**config.mk**
```make
export PLATFORM = sky130hd
export DESIGN_NAME = universal_shift_register
export DESIGN_NICKNAME = d
export VERILOG_FILES = /design/src/rtl/universal_shift_register_pkg.sv /design/src/rtl/mux_4_1.sv /design/src/rtl/universal_shift_register.sv
export SDC_FILE = /design/constraint.sdc
export NUM_CORES = 1
export LEC_CHECK = 0
export BUFFER_PORTS_ARGS = -buffer_cell sky130_fd_sc_hd__buf_2
export CAP_MARGIN = 10
export CORE_ASPECT_RATIO = 1.2
export CORE_MARGIN = 5
export CORE_UTILIZATION = 52
export CTS_CLUSTER_DIAMETER = 100
export DETAILED_ROUTE_END_ITERATION = 7
export PLACE_DENSITY = 0.83
export SYNTH_ARGS = -nofsm -noshare
export SYNTH_HDL_FRONTEND = slang
export SYNTH_SLANG_ARGS = --single-unit
```
**constraint.sdc**
```tcl
create_clock -name clk -period 2.1 [get_ports clk]
set_input_delay 0.525 -clock clk [delete_from_list [all_inputs] [get_ports clk]]
set_output_delay 0.525 -clock clk [all_outputs]
set_load 0.1 [all_outputs]
```
**src/rtl/universal_shift_register_pkg.sv**
```systemverilog
// rtl/universal_shift_register_pkg.sv - mode encodings shared by the shift register and its bench
package universal_shift_register_pkg;

  localparam logic [1:0] MODE_HOLD = 2'b00;
  localparam logic [1:0] MODE_SHR  = 2'b01;
  localparam logic [1:0] MODE_SHL  = 2'b10;
  localparam logic [1:0] MODE_LOAD = 2'b11;

endpackage

```
**src/rtl/mux_4_1.sv**
```systemverilog
// rtl/mux_4_1.sv - 1-bit 4-input multiplexer, one per shift register bit
module mux_4_1 (
  input  logic [1:0] sel,
  input  logic       d0,
  input  logic       d1,
  input  logic       d2,
  input  logic       d3,
  output logic       y
);

  always_comb begin
    y = d0;
    case (sel)
      2'b00:   y = d0;
      2'b01:   y = d1;
      2'b10:   y = d2;
      default: y = d3;
    endcase
  end

endmodule

```
**src/rtl/universal_shift_register.sv**
```systemverilog
// rtl/universal_shift_register.sv - hold/shift-right/shift-left/load register
// with a count of loaded bits still inside and a done pulse when it drains.
module universal_shift_register
  import universal_shift_register_pkg::*;
#(
  parameter int WIDTH = 8,
  parameter int CW    = $clog2(WIDTH + 1)
) (
  input  logic             clk,
  input  logic             rst,
  input  logic [1:0]       mode,
  input  logic             sin,
  input  logic [WIDTH-1:0] p_in,
  output logic             sout_r,
  output logic             sout_l,
  output logic [WIDTH-1:0] status,
  output logic [CW-1:0]    count,
  output logic             empty,
  output logic             done
);

  localparam logic [CW-1:0] CNT_FULL = CW'(WIDTH);
  localparam logic [CW-1:0] CNT_ONE  = CW'(1);

  logic [WIDTH-1:0] q_q, q_d;
  logic [CW-1:0]    count_q, count_d;
  logic             done_q, done_d;

  // Mux inputs follow the mode encoding: d0 hold, d1 right, d2 left, d3 load.
  for (genvar i = 0; i < WIDTH; i++) begin : g_bit
    logic right_src;
    logic left_src;

    if (i == WIDTH - 1) begin : g_right_edge
      assign right_src = sin;
    end else begin : g_right_inner
      assign right_src = q_q[i+1];
    end

    if (i == 0) begin : g_left_edge
      assign left_src = sin;
    end else begin : g_left_inner
      assign left_src = q_q[i-1];
    end

    mux_4_1 u_mux (
      .sel (mode),
      .d0  (q_q[i]),
      .d1  (right_src),
      .d2  (left_src),
      .d3  (p_in[i]),
      .y   (q_d[i])
    );
  end

  // Count saturates at zero so an empty register can keep shifting freely.
  always_comb begin
    count_d = count_q;
    done_d  = 1'b0;
    case (mode)
      MODE_LOAD: count_d = CNT_FULL;
      MODE_SHR, MODE_SHL: begin
        if (count_q != '0) begin
          count_d = count_q - CNT_ONE;
        end
        done_d = (count_q == CNT_ONE);
      end
      default: ;
    endcase
  end

  always_ff @(posedge clk or posedge rst) begin
    if (rst) begin
      q_q     <= '0;
      count_q <= '0;
      done_q  <= 1'b0;
    end else begin
      q_q     <= q_d;
      count_q <= count_d;
      done_q  <= done_d;
    end
  end

  assign status = q_q;
  assign sout_r = q_q[0];
  assign sout_l = q_q[WIDTH-1];
  assign count  = count_q;
  assign empty  = (count_q == '0);
  assign done   = done_q;

endmodule

```
Word level (Yosys, flattened, before mapping)
Index checks and enable logic that the tools add are counted.
{"block": "totals", "in_bits": 13, "word_cells": 26, "out_inout_bits": 16, "ff_bits": 13}
{"block": "classes", "n_reduce_logical": 6, "addsub": 1, "muxes": 11, "eq_ne": 5}
{"op": "1-bit case mux with 3 select lines", "n": 8}
{"op": "4-bit case mux with 2 select lines", "n": 1}
{"op": "2-bit == test, second input constant", "n": 2}
{"op": "4-bit by 1-bit == test with 1-bit output, second input constant", "n": 1}
{"op": "4-bit zero test", "n": 1}
{"op": "4-bit two-way mux", "n": 1}
{"op": "4-bit nonzero test", "n": 1}
{"op": "4-bit by 1-bit subtractor with 4-bit output, second input constant", "n": 1}
{"op": "2-bit by 1-bit == test with 1-bit output, second input constant", "n": 1}
{"op": "2-bit zero test", "n": 1}
{"op": "2-bit inequality test, second input constant", "n": 1}
{"op": "2-bit AND reduction", "n": 1}
{"op": "2-bit nonzero test", "n": 1}
{"op": "2-bit OR reduction", "n": 1}
{"op": "1-bit two-way mux", "n": 1}

Depth between registers and ports, before layout
Gate-level depths: netlist of the first run.
{"block": "logic_depth", "ltp_word": 4, "ltp_mapped": 6, "depth_no_buf": 5}

Cells and area by module
From an unflattened synthesis of the first run, not the netlist that was laid out.
{"block": "hier_totals", "hier_cells": 47, "area_unflattened_um2": 715.7}
{"module": "universal_shift_register", "seq_area_each_um2": 325.3, "n_inst": 1, "cells_per_inst": 39, "area_each_um2": 535.5}
{"module": "mux_4_1", "seq_area_each_um2": 0.0, "n_inst": 8, "cells_per_inst": 1, "area_each_um2": 22.5}

Worst setup path before layout of the first run
Ideal clock, no wire load.
{"block": "synth_timing", "path_kind": "flip-flop to output port", "start": "reg count_q[0], in the netlist count[0]", "end": "out empty", "slack_ns": -0.533, "n_path_buf": 0, "arrival_ns": 2.108, "t_required_ns": 1.575, "path_stages_with_launch": 4, "path_cell_list": "dfrtp_1 > inv_1 > ha_1 > nor3b_4"}
{"block": "synth_via", "elab_chain_cells": 1}
{"item": "from (decl)", "line_no": "universal_shift_register.sv:26", "rtl": "logic [CW-1:0] count_q, count_d;"}
{"item": "from (signal assigned)", "line_no": "universal_shift_register.sv:79", "rtl": "count_q <= count_d;"}
{"item": "4-bit zero test", "line_no": "universal_shift_register.sv:88", "rtl": "assign empty = (count_q == '0);"}
{"item": "to (decl)", "line_no": "universal_shift_register.sv:18", "rtl": "output logic empty,"}
No other way between the ends.

Worst setup path after layout of the first run
{"block": "layout_timing", "start": "reg count_q[1], in the netlist count[1]", "end": "out empty"}
The elaborated chain is that of the path after synthesis.

==> results of run 1 <==
==> final timing paths <==
check | endpoint | slack, ns | cells past startpoint
worst max-delay path | empty | 0.12 | 4
worst min-delay path | status[1] | 0.26 | 2
min in group clk | done | 0.53 | 1
worst max register to register | count[0] | 0.64 | 6
max in group asynchronous | count[1] | 1.46 | 2
worst min register to register | done | 0.53 | 1
==> cell usage after synthesis (all sizes together) (2+ instances only) <==
cell and n:
buf 13, dfrtp 13, nor2 9, a211oi 8
a21o 8, a22oi 8, ha 7, inv 6
nand2 2, nor3 2, o21ai 2
==> through the flow <==
step           hold WS, ns  power (mW)  utilization  setup WS (ns)
2_1_floorplan        0.402        1.27            -         -0.204
3_3_place_gp         0.505        1.40        0.611          0.296
3_5_place_dp         0.513        1.42        0.611          0.222
4_1_cts              0.278        1.57        0.627        0.00671
5_1_grt              0.295        1.66        0.632         0.0511
6_report             0.263        1.58        0.632          0.121
==> area by class of cell <==
cell class,count,area (um^2),share of cell area
multi-input combinational,56,430,0.425
tap,18,22.5,0.0222
sequential,13,335,0.331
inverter,6,27.5,0.0272
clock buffer,4,26.3,0.0260
timing repair buffer,30,170,0.168
==> state kept, by name (all words and copies together), names as in the netlist <==
register  count
status        8
count         4
done          1
==> report_power, final <==
part	total, mW	switching, mW	leakage, nW	internal [mW]
logic	0.995	0.762	0.345	0.232
registers	0.428	0.0979	0.155	0.330
clock network	0.153	0.0790	0.0150	0.0736
total	1.58	0.939	0.516	0.636
==> logic make-up (layout without fill, tap and decap cells) <==
kind of cell,Yosys count,in the layout
buffers and inverters,20,40
adder cells (fa/ha/maj),7,7
AND/OR/NAND/NOR,18,18
AO/OA/AOI/OAI,31,31
flip-flops,13,13
==> critical path, cell delays in order (launching register included) <==
cell and delay [ns]:
sky130_fd_sc_hd__dfrtp_4 0.52, sky130_fd_sc_hd__inv_4 0.09, sky130_fd_sc_hd__ha_4 0.13, sky130_fd_sc_hd__nor3b_4 0.24, sky130_fd_sc_hd__buf_12 0.21
==> repair_timing <==
action                     in CTS  in global routing
hold buffers                    0                  0
setup endpoints to repair       0                  1
buffers inserted                0                  1
==> layout by cell type (no fill, tap or decap) <==
master,netlist,layout
sky130_fd_sc_hd__a21oi_1,1,1
sky130_fd_sc_hd__nor3_1,1,1
sky130_fd_sc_hd__o21ai_0,2,2
sky130_fd_sc_hd__inv_4,0,2
sky130_fd_sc_hd__nor2_1,9,9
sky130_fd_sc_hd__buf_4,8,2
sky130_fd_sc_hd__buf_2,4,27
sky130_fd_sc_hd__buf_12,0,1
sky130_fd_sc_hd__nor4b_1,1,1
sky130_fd_sc_hd__dfrtp_2,0,2
sky130_fd_sc_hd__inv_1,6,4
sky130_fd_sc_hd__o22ai_1,1,1
sky130_fd_sc_hd__o311ai_0,1,1
sky130_fd_sc_hd__nor3_2,1,1
sky130_fd_sc_hd__nor2b_1,1,1
sky130_fd_sc_hd__a21o_1,8,8
sky130_fd_sc_hd__nand2_1,2,2
sky130_fd_sc_hd__nor3b_4,1,1
sky130_fd_sc_hd__ha_1,7,6
sky130_fd_sc_hd__clkbuf_4,0,3
sky130_fd_sc_hd__dfrtp_4,0,2
sky130_fd_sc_hd__a211oi_1,8,8
sky130_fd_sc_hd__a221o_1,1,1
sky130_fd_sc_hd__clkbuf_1,0,1
sky130_fd_sc_hd__dfrtp_1,13,9
sky130_fd_sc_hd__a22oi_1,8,8
sky130_fd_sc_hd__nand3_1,1,1
sky130_fd_sc_hd__nand3b_1,1,1
sky130_fd_sc_hd__ha_4,0,1
sky130_fd_sc_hd__a21boi_0,1,1
==> layer usage <==
metal,part of all wire,vias to the layer above
met4,0.020,0
met1,0.39,349
met5,0,-
met2,0.53,23
li1,-,350
met3,0.062,4
==> metrics.md, run 1 <==
| Metric | Value |
|---|---|
| Post-Place Cell Area | 978 um^2 |
| Most instantiated flip-flop cell in the synthesis netlist | sky130_fd_sc_hd__dfrtp_1 |
| Clock slew seen by the registers of the worst setup and hold paths | around 0.08 ns |
| Drt pass-1 iters | 4 |
| Normalized max-slew margin | 0.625 |
| Wire length of the first global-routing pass | 3.09 mm |
| Final Skew | roughly 0.0023 ns |
| Combinational family with the most area after synthesis | compound AO/OA/AOI/OAI gates |
| Synth area leaders | sky130_fd_sc_hd__dfrtp_1 (38%), sky130_fd_sc_hd__ha_1 (10%), sky130_fd_sc_hd__a211oi_1 (7.0%) |
| Yosys warns | 0 |
| Placed insts | roughly 120 |
| Crit path time final | slightly below 2 ns |
| Post-DP HPWL | 1.44 mm |
| Starting utilization of the core area | 0.538 |
| Static power due to leakage | 0.516 nW |
| Hold Path Class | input port to async pin |
| ANT nets after route | 0 |
| Placeable Area | 1600 um^2 |
| Total standard cell area after synthesis | 862 um^2 |
| Last weighted congestion value of the routability-driven placer | 0.840 |
| Required time at the worst-slack endpoint | 1.57 ns |
| Number of enable flip-flop cells after synthesis | 0 |
| Xor and xnor area share after synthesis | 0 |
| Setup crit start | count[1] |
| Compound-gate portion of the synthesized area | 0.264 |
| Global routing's busiest layer | met2 |
| Drt total wl | roughly 1.9 mm |
| Portion of the post-synthesis area used by sequential elements | 0.377 |
| Layout area overhead | 17.4% |
| Layout cells sized above 1 | 0.385 |
| Number of fill cells in the layout | ~140 |
| PortBufs | 28 |
| Largest net degree at the start of global routing | 17 |
| GR Util All Layers | 0.173 |
| Via count | 726 |
| Status | finished, final reports clean |
| Number of violations reported at the end of detailed-routing iteration 0 | 12 |
| Adder-cell share of the synthesized area | 0.102 |
| Number of clock sinks | 13 |
| Setup repair after global routing missed its margin | no |
| Post-synthesis simple-gate area fraction | 0.119 |
| Root buf cell | sky130_fd_sc_hd__clkbuf_4 |
| Std-Cell Rows | 16 |
| Die footprint | roughly 2600 um^2 |
| ANT cells | 0 |
| Post-route standard cell area excluding fillers | 1010 um^2 |
| Final-layout setup total negative slack | 0 ns |
| Final setup violation count | 0 |
| Max-capacitance violation count | 0 |
| Count of cells resized by post-cts repair | 0 |
| Nets | 130 |
| Drt via density | 5.72 |
| Global-route track usage on met3 | 0.0329 |
| CTS tree | done |
| Transition at the pin with the smallest max-transition slack | 0.562 ns |
| Global routing met1 resource utilization | 0.196 |
| Unique cell type count in the Yosys netlist | 25 |
| Via count of the first global-routing pass | 705 |
| Worst EP arrival | 1.45 ns |
| Met2 Resource Use GR | 0.294 |
| Final routed DRC violation total | 0 |
| Cell type with the highest aggregate area in the netlist | sky130_fd_sc_hd__dfrtp_1 |
| F_max | 0.505 GHz |
| Syn_nets | 109 |
| Syn avg cell area | 9.69 um^2 |
| Pins Over Slew Limit | 0 |
| Floorplan die width | 47.2 um |
| Initial antenna violation count | 0 |
| Top-level port count | 29 |
| Maximum fanout count along the critical path | 5 |
| Type of origin of the critical path | register |
| Cells after Synth | 89 |
| Largest voltage drop on the vdd net | about 1.3 mV |
| Crit share post-route | 0.943 |
| Height of the chip | 54.6 um |
| Number of failing hold endpoints at the final stage | 0 |
| Category of the critical setup timing path | register to output port |
| Max clock buf depth | 2 |
| Final cell count without fillers | 127 |
| Async SR Flop Fraction | 1.00 |
| Per-cell routed wire length | 15.0 um |
| Skew-Pair Late Insertion Delay | 0.27 ns |
| Flip-flop and latch count after synthesis | 13 |
| Share of the synthesized area in the top cell type | 0.377 |
| Count of H-tree levels built during CTS | 1 |
| Kind of capture point of the worst setup path | output port |
| TritonCTS buffer count | 3 |
| R2R Path Start | count[1] |
| Total power divided by cell area | 1560 nW/um^2 |
| Post-synthesis mux area share | 0 |
| GRT Residual Overflow | 0 |
(Power assumes the default switching activity.)
==> inputs of run 2 (changes only) <==
--- a/config.mk
+++ b/config.mk
@@ -9,10 +9,12 @@
 export CAP_MARGIN = 10
 export CORE_ASPECT_RATIO = 1.2
 export CORE_MARGIN = 5
-export CORE_UTILIZATION = 52
+export CORE_UTILIZATION = 55
+export CTS_BUF_LIST = sky130_fd_sc_hd__clkbuf_2
 export CTS_CLUSTER_DIAMETER = 100
 export DETAILED_ROUTE_END_ITERATION = 7
-export PLACE_DENSITY = 0.83
+export PLACE_DENSITY = 0.87
+export SLEW_MARGIN = 10
 export SYNTH_ARGS = -nofsm -noshare
 export SYNTH_HDL_FRONTEND = slang
 export SYNTH_SLANG_ARGS = --single-unit
==> metrics.md, run 2 (synthesis results as in run 1) <==
| Metric | Value |
|---|---|
| Worst path buffer plus inverter count | 2 (unchanged) |
| Normalized max-slew margin | 0.656 (was 0.625) |
| Crit path time final | 2.02 ns (was 1.98 ns) |
| Pins Over Slew Limit | 0 (unchanged) |
| Met2 Resource Use GR | 0.275 (was 0.294) |
| Top library cells by usage in the layout, fill and taps aside | sky130_fd_sc_hd__buf_2 (27), sky130_fd_sc_hd__nor2_1 (9), sky130_fd_sc_hd__dfrtp_1 (9) (unchanged) |
| Worst setup timing slack at the placement stage | 0.269 ns (was 0.222 ns) |
| Static power due to leakage | 0.523 nW (was 0.516 nW) |
| Skew-Pair Late Insertion Delay | 0.27 ns (about the same) |
| Starting utilization of the core area | 0.589 (was 0.538) |
| Wire length of the first global-routing pass | 2.86 mm (was 3.09 mm) |
| ANT nets after route | 0 (unchanged) |
| Via count of the first global-routing pass | 675 (was 705) |
| Number of violations reported at the end of detailed-routing iteration 0 | 11 (was 12) |
| Ordered list of cells on the worst path | inv_4 -> ha_4 -> nor3b_4 -> buf_12 (unchanged) |
| Final setup violation count | 0 (unchanged) |
| Nets | 131 (was 130) |
| Height of the chip | 53.4 um (was 54.6 um) |
| Number of post-CTS setup repair buffers | 0 (unchanged) |
| Max clock buf depth | 2 (unchanged) |
| Crit share post-route | 0.962 (was 0.943) |
| Placeable Area | 1460 um^2 (was 1600 um^2) |
| GR Util All Layers | 0.159 (was 0.173) |
| Final routed DRC violation total | 0 (unchanged) |
| Kind of capture point of the worst setup path | output port (unchanged) |
| Initial antenna violation count | 0 (unchanged) |
| Drt pass-1 iters | 4 (unchanged) |
| Std-Cell Rows | 15 (was 16) |
| Worst EP arrival | 1.50 ns (was 1.45 ns) |
| ANT cells | 0 (unchanged) |
| CTS tree | done (unchanged) |
| Post-DP HPWL | 1.34 mm (was 1.44 mm) |
| Count of cells resized by post-cts repair | 0 (unchanged) |
| Category of the critical setup timing path | register to output port (unchanged) |
| Drt via density | 5.55 (was 5.72) |
| Global routing met1 resource utilization | 0.185 (was 0.196) |
| Status | finished, final reports clean (unchanged) |
| Via count | 705 (was 726) |
| Largest net degree at the start of global routing | 17 (unchanged) |
| PortBufs | 28 (unchanged) |
| Last weighted congestion value of the routability-driven placer | 0.842 (was 0.840) |
| Biggest cell delay along the critical path | 0.53 ns (was 0.52 ns) |
| Transition at the pin with the smallest max-transition slack | 0.516 ns (was 0.562 ns) |
| Global-route track usage on met3 | 0.0374 (was 0.0329) |
| Top-level port count | 29 (unchanged) |
| Drt total wl | 1.78 mm (was 1.91 mm) |
| F_max | 0.495 GHz (was 0.505 GHz) |
| Leading cell type in the layout, fill and taps excluded | sky130_fd_sc_hd__buf_2 (unchanged) |
| Clock slew seen by the registers of the worst setup and hold paths | 0.13 ns (was 0.08 ns) |
| Number of failing hold endpoints at the final stage | 0 (unchanged) |
| Per-cell routed wire length | 14.0 um (was 15.0 um) |
| Placed insts | 121 (was 122) |
| Hold-fix buffer count after cts | 0 (unchanged) |
| Hold Path Class | input port to async pin (unchanged) |
| Dominant delay contributor by cell family on the critical path | flip-flops (unchanged) |
| Root buf cell | sky130_fd_sc_hd__clkbuf_2 (was sky130_fd_sc_hd__clkbuf_4) |
| Final Skew | 0.00438 ns (was 0.00228 ns) |
| TritonCTS buffer count | 3 (unchanged) |
| Total power divided by cell area | 1550 nW/um^2 (was 1560 nW/um^2) |
| Final cell count without fillers | 127 (unchanged) |
| Type of origin of the critical path | register (unchanged) |
| Floorplan die width | 46.1 um (was 47.2 um) |
| Count of H-tree levels built during CTS | 1 (unchanged) |
| Final-layout setup total negative slack | 0 ns (unchanged) |
| Max-capacitance violation count | 0 (unchanged) |
| Post-route worst setup slack | 0.0788 ns (was 0.121 ns) |
| Die footprint | 2460 um^2 (was 2580 um^2) |
| Required time at the worst-slack endpoint | 1.57 ns (about the same) |
| Number of clock sinks | 13 (unchanged) |
| GRT Residual Overflow | 0 (unchanged) |
| Global routing's busiest layer | met2 (unchanged) |
| Number of fill cells in the layout | 122 (was 144) |
| Layout area overhead | 17.4% (unchanged) |
| Max reg flops | 8 (unchanged) |
| Largest voltage drop on the vdd net | 1.60 mV (was 1.35 mV) |
| Maximum fanout count along the critical path | 5 (unchanged) |
| CP max-delay cell | sky130_fd_sc_hd__dfrtp_4 (unchanged) |
| Layout cells sized above 1 | 0.400 (was 0.385) |
[run 2: worst paths after layout]
kind                            from        end  slack, ns  depth (start not counted)
max                         count[1]      empty       0.08                          4
min                              rst   count[1]       0.25                          2
max reg2reg                 count[1]   count[0]       0.63                          6
min reg2reg                status[7]  status[7]       0.54                          1
max in group asynchronous        rst   count[0]       1.46                          2
min in group clk           status[7]  status[7]       0.54                          1
[run 2: layout make-up]
class | count | area, um^2 | share of cell area
Clock buffer | 4 | 20.0 | 0.0198
Timing Repair Buffer | 31 | 178 | 0.176
Tap cell | 17 | 21.3 | 0.0210
Inverter | 6 | 27.5 | 0.0272
Sequential cell | 13 | 335 | 0.331
Multi-Input combinational cell | 56 | 430 | 0.425
[run 2: per-stage QoR]
stage	power [mW]	util	instance area, um^2	hold slack (ns)
after global routing	1.65	0.691	1010	0.282
after floorplan	1.27	-	890	0.402
after global placement	1.40	0.668	977	0.513
after detailed placement	1.41	0.668	977	0.518
final	1.56	0.691	1010	0.251
after CTS	1.54	0.681	997	0.285
[run 2: power breakdown]
part / internal, mW / switching (mW)
registers: 0.330 / 0.0965
clock network: 0.0505 / 0.0833
logic: 0.242 / 0.762
[run 2: routing by layer]
metal	wire length, um	vias up	part of all wire
li1	-	356	-
met1	690	320	0.39
met2	918	24	0.52
met3	148	5	0.083
met4	24	0	0.013
met5	0	-	0
==> inputs of run 3 (changes only) <==
--- a/config.mk
+++ b/config.mk
@@ -7,12 +7,12 @@
 export LEC_CHECK = 0
 export BUFFER_PORTS_ARGS = -buffer_cell sky130_fd_sc_hd__buf_2
 export CAP_MARGIN = 10
-export CORE_ASPECT_RATIO = 1.2
 export CORE_MARGIN = 5
 export CORE_UTILIZATION = 55
 export CTS_BUF_LIST = sky130_fd_sc_hd__clkbuf_2
 export CTS_CLUSTER_DIAMETER = 100
 export DETAILED_ROUTE_END_ITERATION = 7
+export GPL_ROUTABILITY_DRIVEN = 0
 export PLACE_DENSITY = 0.87
 export SLEW_MARGIN = 10
 export SYNTH_ARGS = -nofsm -noshare
==> metrics.md, run 3 (synthesis results as in run 1) <==
| Metric | Value |
|---|---|
| Sequential power share | 0.255 (was 0.273) |
| Final core utilization | 0.709 (was 0.691) |
| Largest voltage drop on the vdd net | 1.28 mV (was 1.60 mV) |
| Starting utilization of the core area | 0.579 (was 0.589) |
| GRT Residual Overflow | 0 (unchanged) |
| Max reg flops | 8 (unchanged) |
| Flop2flop setup slack | 0.50 ns (was 0.63 ns) |
| Floorplan die width | 49.6 um (was 46.1 um) |
| Placeable Area | 1490 um^2 (was 1460 um^2) |
| TritonCTS buffer count | 3 (unchanged) |
| Crit share post-route | 0.971 (was 0.962) |
| P_sw | 0.972 mW (was 0.942 mW) |
| Final setup violation count | 0 (unchanged) |
| Per-cell routed wire length | 15.1 um (was 14.0 um) |
| Portion of total power attributed to combinational logic | 0.666 (was 0.642) |
| Final routed DRC violation total | 0 (unchanged) |
| Category of the critical setup timing path | register to output port (unchanged) |
| ANT cells | 0 (unchanged) |
| Normalized max-slew margin | 0.648 (was 0.656) |
| Number of clock sinks | 13 (unchanged) |
| Largest net degree at the start of global routing | 17 (unchanged) |
| Status | finished, final reports clean (unchanged) |
| Proportion of power drawn by the clock network | 0.079 (was 0.086) |
| Number of violations reported at the end of detailed-routing iteration 0 | 12 (was 11) |
| Drt pass-1 iters | 4 (unchanged) |
| PortBufs | 28 (unchanged) |
| Type of origin of the critical path | register (unchanged) |
| Number of fill cells in the layout | 123 (was 122) |
| Clock slew seen by the registers of the worst setup and hold paths | 0.13 ns (about the same) |
| GR Util All Layers | 0.157 (was 0.159) |
| Count of H-tree levels built during CTS | 1 (unchanged) |
| Final Skew | 0.00534 ns (was 0.00438 ns) |
| Hold-fix buffer count after cts | 0 (unchanged) |
| Post-route worst setup slack | 0.0601 ns (was 0.0788 ns) |
| Wire length of the first global-routing pass | 3.10 mm (was 2.86 mm) |
| Std-Cell Rows | 14 (was 15) |
| Root buf cell | sky130_fd_sc_hd__clkbuf_2 (unchanged) |
| Number of failing hold endpoints at the final stage | 0 (unchanged) |
| Required time at the worst-slack endpoint | 1.57 ns (about the same) |
| Skew-Pair Late Insertion Delay | 0.27 ns (about the same) |
| Layout cells sized above 1 | 0.431 (was 0.400) |
| Top library cells by usage in the layout, fill and taps aside | sky130_fd_sc_hd__buf_2 (27), sky130_fd_sc_hd__nor2_1 (9), sky130_fd_sc_hd__dfrtp_1 (9), sky130_fd_sc_hd__buf_4 (9) (was sky130_fd_sc_hd__buf_2 (27), sky130_fd_sc_hd__nor2_1 (9), sky130_fd_sc_hd__dfrtp_1 (9)) |
| Drt total wl | 1.99 mm (was 1.78 mm) |
| Worst EP arrival | 1.51 ns (was 1.50 ns) |
| Worst setup timing slack at the placement stage | 0.187 ns (was 0.269 ns) |
| Total power divided by cell area | 1570 nW/um^2 (was 1550 nW/um^2) |
| Switching share of power | 0.585 (was 0.602) |
| Transition at the pin with the smallest max-transition slack | 0.528 ns (was 0.516 ns) |
| Count of cells resized by post-cts repair | 0 (unchanged) |
| Via count of the first global-routing pass | 709 (was 675) |
| Initial antenna violation count | 0 (unchanged) |
| Static power due to leakage | 0.552 nW (was 0.523 nW) |
| CTS tree | done (unchanged) |
| F_max | 0.490 GHz (was 0.495 GHz) |
| Drt via density | 5.68 (was 5.55) |
| Hold slack final | 0.260 ns (was 0.251 ns) |
| Post-DP HPWL | 1.44 mm (was 1.34 mm) |
| Pint | 0.690 mW (was 0.622 mW) |
| Maximum fanout count along the critical path | 4 (was 5) |
| Kind of capture point of the worst setup path | output port (unchanged) |
| Height of the chip | 49.6 um (was 53.4 um) |
| Die footprint | 2460 um^2 (about the same) |
| ANT nets after route | 0 (unchanged) |
| Number of cells on the worst reg-to-reg path | 7 (was 6) |
| Layout area overhead | 22.5% (was 17.4%) |
| Pins Over Slew Limit | 0 (unchanged) |
| Setup crit start | count[0] (was count[1]) |
| Number of post-CTS setup repair buffers | 0 (unchanged) |
| Crit Reg-Reg Endpoint | count[1] (was count[0]) |
| Via count | 750 (was 705) |
| R2R Path Start | count[0] (was count[1]) |
| Max clock buf depth | 2 (unchanged) |
| Leading cell type in the layout, fill and taps excluded | sky130_fd_sc_hd__buf_2 (unchanged) |
| Crit path time final | 2.04 ns (was 2.02 ns) |
| Max-capacitance violation count | 0 (unchanged) |
| Top-level port count | 29 (unchanged) |
| Hold Path Class | input port to async pin (unchanged) |
| Nets | 137 (was 131) |
run 3: changes by cell type in the layout (fill, tap and decap cells not counted), sizes merged:
cell	before	now
buf	31	37
run 3: power groups by stage:
stage / Combinational, mW / Sequential, mW / Clock [mW]
4_1_cts: 0.996 / 0.424 / 0.131
3_3_place_gp: 0.971 / 0.429 / 0
2_1_floorplan: 0.523 / 0.746 / 0
5_1_grt: 1.16 / 0.437 / 0.150
3_5_place_dp: 0.995 / 0.427 / 0
6_report: 1.11 / 0.423 / 0.132
run 3: worst max-delay path, stage by stage, from the launching register on:
cell and delay (ns):
sky130_fd_sc_hd__dfrtp_4 0.53, sky130_fd_sc_hd__inv_4 0.09, sky130_fd_sc_hd__ha_4 0.13, sky130_fd_sc_hd__nor3b_4 0.28, sky130_fd_sc_hd__buf_12 0.22
run 3: final cells by class:
class	count	area [um^2]	share of cell area
inverter	6	27.5	0.0261
clock buffer	4	20.0	0.0190
sequential	13	335	0.318
timing repair buffer	37	223	0.211
multi-input combinational	56	430	0.408
tap	16	20.0	0.0190
run 3: worst max-delay path by stage:
stage	cells past startpoint	end
2_1_floorplan	3	empty
3_3_place_gp	5	count[1]
3_5_place_dp	7	status[0]
4_1_cts	4	empty
5_1_grt	4	empty
6_report	4	empty
run 3: stage by stage:
step / instances / power [mW] / TNS (ns) / instance area, um^2
after floorplan: 89 / 1.27 / -0.373 / 890
after global placement: 120 / 1.40 / 0 / 976
after detailed placement: 120 / 1.42 / 0 / 976
after CTS: 124 / 1.55 / 0 / 996
after global routing: 132 / 1.75 / -0.0261 / 1060
final: 132 / 1.66 / 0 / 1060
run 3: metal layers:
| layer | global-route usage | wire (um) | share of wire | vias up |
|---|---|---|---|---|
| met1 | 0.172 | 777 | 0.39 | 358 |
| li1 | - | - | - | 365 |
| met4 | 0.0568 | 24 | 0.012 | 0 |
| met2 | 0.284 | 1090 | 0.55 | 23 |
| met3 | 0.0422 | 99 | 0.050 | 4 |
| met5 | 0 | 0 | 0 | - |
